`config.mk`:
```
export PLATFORM = sky130hd
export DESIGN_NAME = fetch_stage
export DESIGN_NICKNAME = d
export VERILOG_FILES = /design/src/rtl/fetch_stage.sv
export SDC_FILE = /design/constraint.sdc
export NUM_CORES = 1
export LEC_CHECK = 0
export ABC_AREA = 1
export BUFFER_PORTS_ARGS = -buffer_cell sky130_fd_sc_hd__buf_2
export CAP_MARGIN = 20
export CORE_UTILIZATION = 54
export CTS_CLUSTER_SIZE = 40
export DETAILED_ROUTE_END_ITERATION = 8
export PLACE_DENSITY = 0.81
export SETUP_SLACK_MARGIN = 0.1
export SLEW_MARGIN = 15
export SYNTH_ARGS = -nofsm -noshare
export SYNTH_HDL_FRONTEND = slang
export SYNTH_SLANG_ARGS = --single-unit
```
`constraint.sdc`:
```
create_clock -name clk -period 3.2 [get_ports clk]
set_input_delay 0.16 -clock clk [delete_from_list [all_inputs] [get_ports clk]]
set_output_delay 0.16 -clock clk [all_outputs]
set_load 0.05 [all_outputs]
```
`src/rtl/fetch_stage.sv`:
```
// IF stage of the 16-bit pipelined core: owns the PC, fetches from a variable-latency
// instruction memory and drives the IF/ID boundary. Define FETCH_SKID_EN for a 1-entry skid buffer.
module fetch_stage #(
    parameter logic [15:0] RESET_PC = 16'h0000,
    parameter logic [15:0] NOP_INST = 16'h0000
) (
    input  logic        clk,
    input  logic        reset,
    input  logic        en_pc,
    input  logic        en_ifid,
    input  logic        flush_ifid,
    input  logic        jump_pred,
    input  logic [15:0] jump_pred_adr,
    input  logic        jump_pred_miss,
    input  logic [15:0] pcinc_evac,
    input  logic        jump_pred_adr_miss,
    input  logic [15:0] fix_adr,
    output logic        imem_req,
    output logic [15:0] imem_adr,
    input  logic        imem_ready,
    input  logic [15:0] imem_rdata,
    output logic [15:0] inst_id,
    output logic [15:0] pcinc_id,
    output logic        flushed
);

    typedef enum logic [1:0] {S_IDLE, S_REQ, S_WAIT, S_HOLD} state_t;

    state_t      state;
    logic [15:0] pc;
    logic        drop;

    logic        hold_valid;
    logic [15:0] hold_word;
    logic [15:0] hold_pcinc;

`ifdef FETCH_SKID_EN
    localparam logic [1:0] DEPTH = 2'd2;
    logic        skid_valid;
    logic [15:0] skid_word;
    logic [15:0] skid_pcinc;
`else
    localparam logic [1:0] DEPTH = 2'd1;
`endif

    logic        miss;
    logic        redirect;
    logic [15:0] target;
    logic [15:0] pc_seq;
    logic        outstanding;
    logic        complete;
    logic        resp;
    logic        take;
    logic        deliver_hold;
    logic        deliver_resp;
    logic        push;
    logic [1:0]  count_now;
    logic [1:0]  count_next;
    logic        space;

    // Buffered words (held word, plus skid entry) always drain ahead of a fresh memory word.
    always_comb begin
        miss     = jump_pred_adr_miss | jump_pred_miss;
        redirect = miss | (jump_pred & en_pc);
        if (jump_pred_adr_miss)
            target = fix_adr;
        else if (jump_pred_miss)
            target = pcinc_evac;
        else
            target = jump_pred_adr;
        pc_seq       = pc + 16'd1;
        outstanding  = (state == S_REQ) || (state == S_WAIT);
        complete     = outstanding & imem_ready;
        resp         = complete & ~drop;
        take         = en_ifid & ~flush_ifid;
        deliver_hold = take & hold_valid;
        deliver_resp = take & ~hold_valid & resp;
        push         = resp & ~deliver_resp;
`ifdef FETCH_SKID_EN
        count_now = {1'b0, hold_valid} + {1'b0, skid_valid};
`else
        count_now = {1'b0, hold_valid};
`endif
        count_next = count_now - {1'b0, deliver_hold} + {1'b0, push};
        space      = count_next < DEPTH;
    end

    always_ff @(posedge clk or negedge reset) begin
        if (!reset) begin
            state    <= S_IDLE;
            pc       <= RESET_PC;
            drop     <= 1'b0;
            imem_req <= 1'b0;
            imem_adr <= RESET_PC;
        end else if (redirect) begin
            pc <= target;
            // An unanswered request must stay on the bus; its answer is thrown away later.
            if (outstanding && !imem_ready) begin
                drop  <= 1'b1;
                state <= S_WAIT;
            end else begin
                drop     <= 1'b0;
                state    <= S_REQ;
                imem_req <= 1'b1;
                imem_adr <= target;
            end
        end else begin
            if (resp)
                pc <= pc_seq;
            case (state)
                S_IDLE: begin
                    state    <= S_REQ;
                    imem_req <= 1'b1;
                    imem_adr <= pc;
                end
                S_REQ, S_WAIT: begin
                    if (complete) begin
                        drop <= 1'b0;
                        if (space) begin
                            state    <= S_REQ;
                            imem_req <= 1'b1;
                            imem_adr <= resp ? pc_seq : pc;
                        end else begin
                            state    <= S_HOLD;
                            imem_req <= 1'b0;
                        end
                    end else begin
                        state <= S_WAIT;
                    end
                end
                S_HOLD: begin
                    if (space) begin
                        state    <= S_REQ;
                        imem_req <= 1'b1;
                        imem_adr <= pc;
                    end
                end
                default: state <= S_IDLE;
            endcase
        end
    end

    always_ff @(posedge clk or negedge reset) begin
        if (!reset) begin
            hold_valid <= 1'b0;
            hold_word  <= NOP_INST;
            hold_pcinc <= 16'h0000;
`ifdef FETCH_SKID_EN
            skid_valid <= 1'b0;
            skid_word  <= NOP_INST;
            skid_pcinc <= 16'h0000;
`endif
        end else if (redirect) begin
            hold_valid <= 1'b0;
`ifdef FETCH_SKID_EN
            skid_valid <= 1'b0;
`endif
        end else begin
`ifdef FETCH_SKID_EN
            if (deliver_hold) begin
                hold_valid <= skid_valid;
                hold_word  <= skid_word;
                hold_pcinc <= skid_pcinc;
                skid_valid <= 1'b0;
            end
            // After a drain the hold slot is occupied only if the skid entry moved into it.
            if (push) begin
                if (deliver_hold ? skid_valid : hold_valid) begin
                    skid_valid <= 1'b1;
                    skid_word  <= imem_rdata;
                    skid_pcinc <= pc_seq;
                end else begin
                    hold_valid <= 1'b1;
                    hold_word  <= imem_rdata;
                    hold_pcinc <= pc_seq;
                end
            end
`else
            if (deliver_hold)
                hold_valid <= 1'b0;
            if (push) begin
                hold_valid <= 1'b1;
                hold_word  <= imem_rdata;
                hold_pcinc <= pc_seq;
            end
`endif
        end
    end

    // IF/ID register: a bubble is loaded whenever decode takes a slot that has no valid word.
    always_ff @(posedge clk or negedge reset) begin
        if (!reset) begin
            inst_id  <= NOP_INST;
            pcinc_id <= 16'h0000;
            flushed  <= 1'b1;
        end else if (redirect) begin
            if (flush_ifid || miss || en_ifid) begin
                inst_id <= NOP_INST;
                flushed <= 1'b1;
            end
        end else if (flush_ifid) begin
            inst_id <= NOP_INST;
            flushed <= 1'b1;
        end else if (en_ifid) begin
            if (deliver_hold) begin
                inst_id  <= hold_word;
                pcinc_id <= hold_pcinc;
                flushed  <= 1'b0;
            end else if (deliver_resp) begin
                inst_id  <= imem_rdata;
                pcinc_id <= pc_seq;
                flushed  <= 1'b0;
            end else begin
                inst_id <= NOP_INST;
                flushed <= 1'b1;
            end
        end
    end

endmodule

```
==> Word-level counts from Yosys, hierarchy flattened <==
Index checks and enable logic that the tools add are counted.
{ "word_totals": {"input_bits": 73, "word_cells": 99, "ff_bits": 102} }
{ "classes": {"addsub": 3, "reduce_logical": 18, "n_eq_ne": 8, "bitwise_logic": 15, "muxes": 43, "n_lt_le_gt_ge": 1} }
{ "ops": {"columns": ["op", "count"], "rows": [
  ["2-to-1 mux 16 bit", 17],
  ["case mux 16 bit (3 select lines)", 1],
  ["2-to-1 mux 1 bit", 18],
  ["adder 16 x 1 -> 16 bit (second input constant)", 1],
  ["2-to-1 mux 2 bit", 5],
  ["!= test 3 bit (second input constant)", 3],
  ["AND 1 bit", 8],
  ["AND reduction 4 bit", 2],
  ["case mux 2 bit (3 select lines)", 1],
  ["AND reduction 2 bit", 3],
  ["nonzero test 2 bit", 3],
  ["nonzero test 3 bit", 2],
  ["NOT 1 bit", 5],
  ["equality test 2 bit (second input constant)", 2],
  ["logical OR 1 bit", 3],
  ["case mux 1 bit (3 select lines)", 1],
  ["AND reduction 3 bit", 1],
  ["adder 2 x 1 -> 2 bit", 1],
  ["equality test 2 x 1 -> 1 bit (second input constant)", 1],
  ["zero test 2 bit", 1],
  ["< comparator 2 x 1 -> 1 bit (second input constant)", 1],
  ["!= test 2 x 1 -> 1 bit (second input constant)", 1],
  ["!= test 2 bit (second input constant)", 1],
  ["OR 1 bit", 2],
  ["other kinds (4)", 4]
]} }

==> Depth between registers and ports, before layout <==
{ "depth": {"word_depth": 13, "mapped_depth": 16, "ltp_nobuf": 14} }

==> Worst setup path after synthesis <==
OpenSTA, ideal clock, no wires.
{ "synth_timing": {"kind": "reg2reg", "startpoint": "reg state[0]", "endpoint": "reg imem_adr[9]", "path_slack_ns": 0.801, "stages_incl_launch_ff": 15, "setup_ns": 0.130, "n_path_buf": 1, "arrival_time_ns": 2.269, "synth_period_minus_slack_ns": 2.399, "cell_sequence": "dfrtp_1 > ha_1 > nand2_1 > nor2_4 > o21ai_2 > ha_1 > inv_1 > ha_1 > xnor2_1 > nand2_1 > nand3_1 > nand3_4 > buf_6 > nand2_1 > a21boi_1"} }
{ "synth_between": {"elab_chain_len": 11} }
{ "synth_rtl": {"columns": ["element", "line", "rtl"], "rows": [
  ["from (decl)", "29", "state_t state;"],
  ["from (signal assigned)", "90", "state <= S_IDLE;"],
  ["from (signal assigned)", "100", "state <= S_WAIT;"],
  ["from (signal assigned)", "103", "state <= S_REQ;"],
  ["equality test 2 x 1 -> 1 bit / equality test 2 bit (equally long branches)", "72, 110", null],
  ["logical OR 1 bit", "72", "outstanding = (state == S_REQ) || (state == S_WAIT);"],
  ["AND 1 bit", "73", "complete = outstanding & imem_ready;"],
  ["AND 1 bit", "74", "resp = complete & ~drop;"],
  ["AND 1 bit", "77", "deliver_resp = take & ~hold_valid & resp;"],
  ["NOT 1 bit", "78", "push = resp & ~deliver_resp;"],
  ["AND 1 bit", "78", null],
  ["adder 2 x 1 -> 2 bit", "84", "count_next = count_now - {1'b0, deliver_hold} + {1'b0, push};"],
  ["< comparator 2 x 1 -> 1 bit", "85", "space = count_next < DEPTH;"],
  ["!= test 3 bit (no line)", null, null],
  ["AND reduction 4 bit (no line)", null, null],
  ["to (signal assigned)", "105", "imem_adr <= target;"],
  ["to (signal assigned)", "114", "imem_adr <= pc;"],
  ["to (signal assigned)", "122", "imem_adr <= resp ? pc_seq : pc;"],
  ["to (decl)", "19", "output logic [15:0] imem_adr,"]
]} }
Several ways; a longest one is shown, not always the timed one. The select of a mux whose other input is x is not followed.
A chain may end at the register's enable or synchronous reset.

==> Worst setup path in the final report <==
{ "layout_timing": {"startpoint": "reg state[0]", "endpoint": "reg imem_adr[4]"} }
Same word-level chain as after synthesis.

==> impl_metrics.yaml <==
status:
  outcome: "finished, final reports clean"
detailed_routing:
  first_iter_violations: 205
  via_per_inst: 5.29
  num_vias: 4797
  drc: 0
  drt-wirelength-per-cell_um: 13.7
  highest_layer: "met4"
  ant_nets: 0
  met3_length_um: 653
  drt_first_pass_iters: 5
  wl_met2_um: 5870
  wl_met1_um: 5670
  wl_um: 12400
finish:
  drive_above_1_share_pct: 22.0
  layout.cells.non_filler: 906
  final_cell_mix: "193 x nand2_1, 121 x buf_2, 101 x dfrtp_1"
  area_growth_syn_to_layout_pct: 17.1
  num_antenna_cells: 0
  final_nets: 849
  layout_commonest_cell: "nand2_1"
sta:
  final_max_slew_viol_count: 0
  hold_viol: 0
  rsz0062_at_grt: "false"
  setup_violations: 0
  fmax_mhz: 365
  finalSetupTns_ns: 0
  final.period_utilization_pct: 85.6
  tightest_slew_ns: 0.563
  finalClockSkew_ns: 0.00971
  period_minus_slack_ns: 2.74
  relSlewSlack_pct: 62.4
worst_setup_path:
  cp_num_buf_inv: 2
  cp.depth: 14
  setup.worst_path.start_class: "flip-flop"
  cp-end-kind: "flip-flop"
  arrival_ns: 3.05
  crit_fanout: 25
  worstPathCellList: "ha_1 > nand2_1 > nor2_4 > o21ai_2 > ha_1 > inv_1 > ha_1 > xnor2_1 > nand2_1 > nand3_1 > nand3_4 > inv_2 > nand2_1 > nand2_1"
  cpLargestDelayFamily: "simple AND/OR/NAND/NOR gates"
  required_ns: 3.51
  crit_type: "reg2reg"
  critPathMaxStageDelay_ns: 0.40
  cp_slowest_cell: "dfrtp_1"
  path_common_cell: "nand2_1"
  ff2ff_path_depth: 14
die:
  core-area_um2: 9370
  io_pins: 123
  initial_core_util_pct: 56.3
  die_area_um2: 10200
  die_w_um: 101
  num_rows: 35
  die_y_um: 101
cts:
  cts_setup_buffers: 0
  cts_tree: "done"
  root_buffer: "clkbuf_8"
  clock_sinks: 102
  cts.clk_slew.worst_paths_ns: 0.11
  clk_path_buf_depth: 2
  worstSkewPairLatency_ns: 0.38
  htree_levels: 3
  numCtsBuffers: 9
placed_design:
  io_buffers: 122
  place_inst: 886
  place_congestion: 0.881
  dp_hpwl_um: 9070
grt:
  grt_max_degree: 83
  grt_pass1_wl_um: 20400
  antenna_found_initial: 0
  grtUsageTotal_pct: 25.6
  grt_pass1_vias: 4442
  grt_overflow: 0
logic_synthesis:
  syn_area_per_cell_um2: 7.99
  synthFlopType: "dfrtp_1"
  seq_area_frac_synth_pct: 48.4
  synth_warnings: 0
  ys_ff_latch: 102
  synth_nets: 737
  netlist_area_um2: 5280
  ys_types: 39
  async_flop_share_pct: 100
  syn_inst: 660
  synth_edf_count: 0
flow_run:
  drv_cap: 0
pwr:
  leakage_nw: 3.31
  vdd_ir_drop_max_v: 0.000408
  powerDensity_nw_per_um2: 799
min_path:
  worstHoldPathType: "in2reg"
  min_path_cells: 3
[through the flow]
step	cell area [um^2]	power [mW]	utilization (%)	hold slack (ns)	setup slack, ns
floorplan	5280	3.57	-	-0.136	0.801
global placement	5920	4.01	63.2	0.378	0.657
detailed placement	5920	4.09	63.2	0.386	0.505
CTS	6160	4.94	65.7	0.00739	0.460
global route	6180	5.24	65.9	0.0281	0.254
finish	6180	4.94	65.9	0.00686	0.462
[layer usage]
metal  track usage (%)  vias up
met2              41.6      152
li1                  -     2371
met3              3.61       16
met5                 0        -
met4              9.92        0
met1              35.1     2258
[synthesized netlist by cell type, types with 7 or more instances]
master	count	area (um^2)
dfrtp_1	101	2530
o211ai_1	12	90.1
or2_2	8	50.1
a22o_1	16	140
nand3_1	59	295
a21oi_1	19	95.1
buf_2	13	65.1
nor2_1	35	131
inv_1	66	248
o21ai_0	49	245
nand2_1	193	724
clkbuf_1	8	30.0
o21ai_1	13	65.1
and3_1	7	43.8
[cells by family after synthesis]
kind of cell / after synthesis / share of synthesized area, %
buf+inv: 105 / 8.56
compound gates: 126 / 14.6
flops: 102 / 48.4
xor+xnor: 8 / 1.33
fa+ha+maj: 4 / 0.949
simple gates: 315 / 26.2
[state kept, by name (all words and copies together) (netlist names)]
name,cells
drop,1
flushed,1
hold_pcinc,16
hold_valid,1
hold_word,16
imem_adr,16
imem_req,1
inst_id,16
pc,16
pcinc_id,16
state,2
[final cells by class]
cell class	instances	area [um^2]
inverter	74	280
multi-input combinational	453	2270
timing repair buffer	132	708
fill	811	3190
sequential	102	2550
tap	129	161
clock buffer	9	124
clock inverter	7	81.3
[worst register-to-register path, stage by stage, from the launching register on]
cell	delay (ns)
dfrtp_1	0.40
ha_1	0.34
nand2_1	0.12
nor2_4	0.11
o21ai_2	0.09
ha_1	0.29
inv_1	0.04
ha_1	0.18
xnor2_1	0.14
nand2_1	0.11
nand3_1	0.19
nand3_4	0.28
inv_2	0.24
nand2_1	0.09
nand2_1	0.06
[power by group]
| part | internal, mW | leakage, nW | switching, mW |
|---|---|---|---|
| combinational | 0.553 | 1.95 | 1.55 |
| clock | 0.374 | 0.0997 | 0.469 |
| sequential | 1.74 | 1.26 | 0.250 |
| total | 2.66 | 3.31 | 2.27 |
[path summary, 6_finish.rpt]
| kind | from | endpoint | slack [ns] |
|---|---|---|---|
| min in group asynchronous | reset | inst_id[10] | 0.30 |
| max | state[0] | imem_adr[4] | 0.46 |
| max in group asynchronous | reset | hold_pcinc[11] | 2.22 |
| max reg2reg | state[0] | imem_adr[4] | 0.46 |
| min reg2reg | pcinc_id[6] | pcinc_id[6] | 0.48 |
| min | imem_rdata[8] | hold_word[8] | 0.007 |
[what timing repair did]
action	CTS	global route
hold endpoints to repair	74	0
gates resized for setup	0	0
endpoints found under the setup margin	0	0
hold buffers	3	0
(Power assumes the default switching activity.)
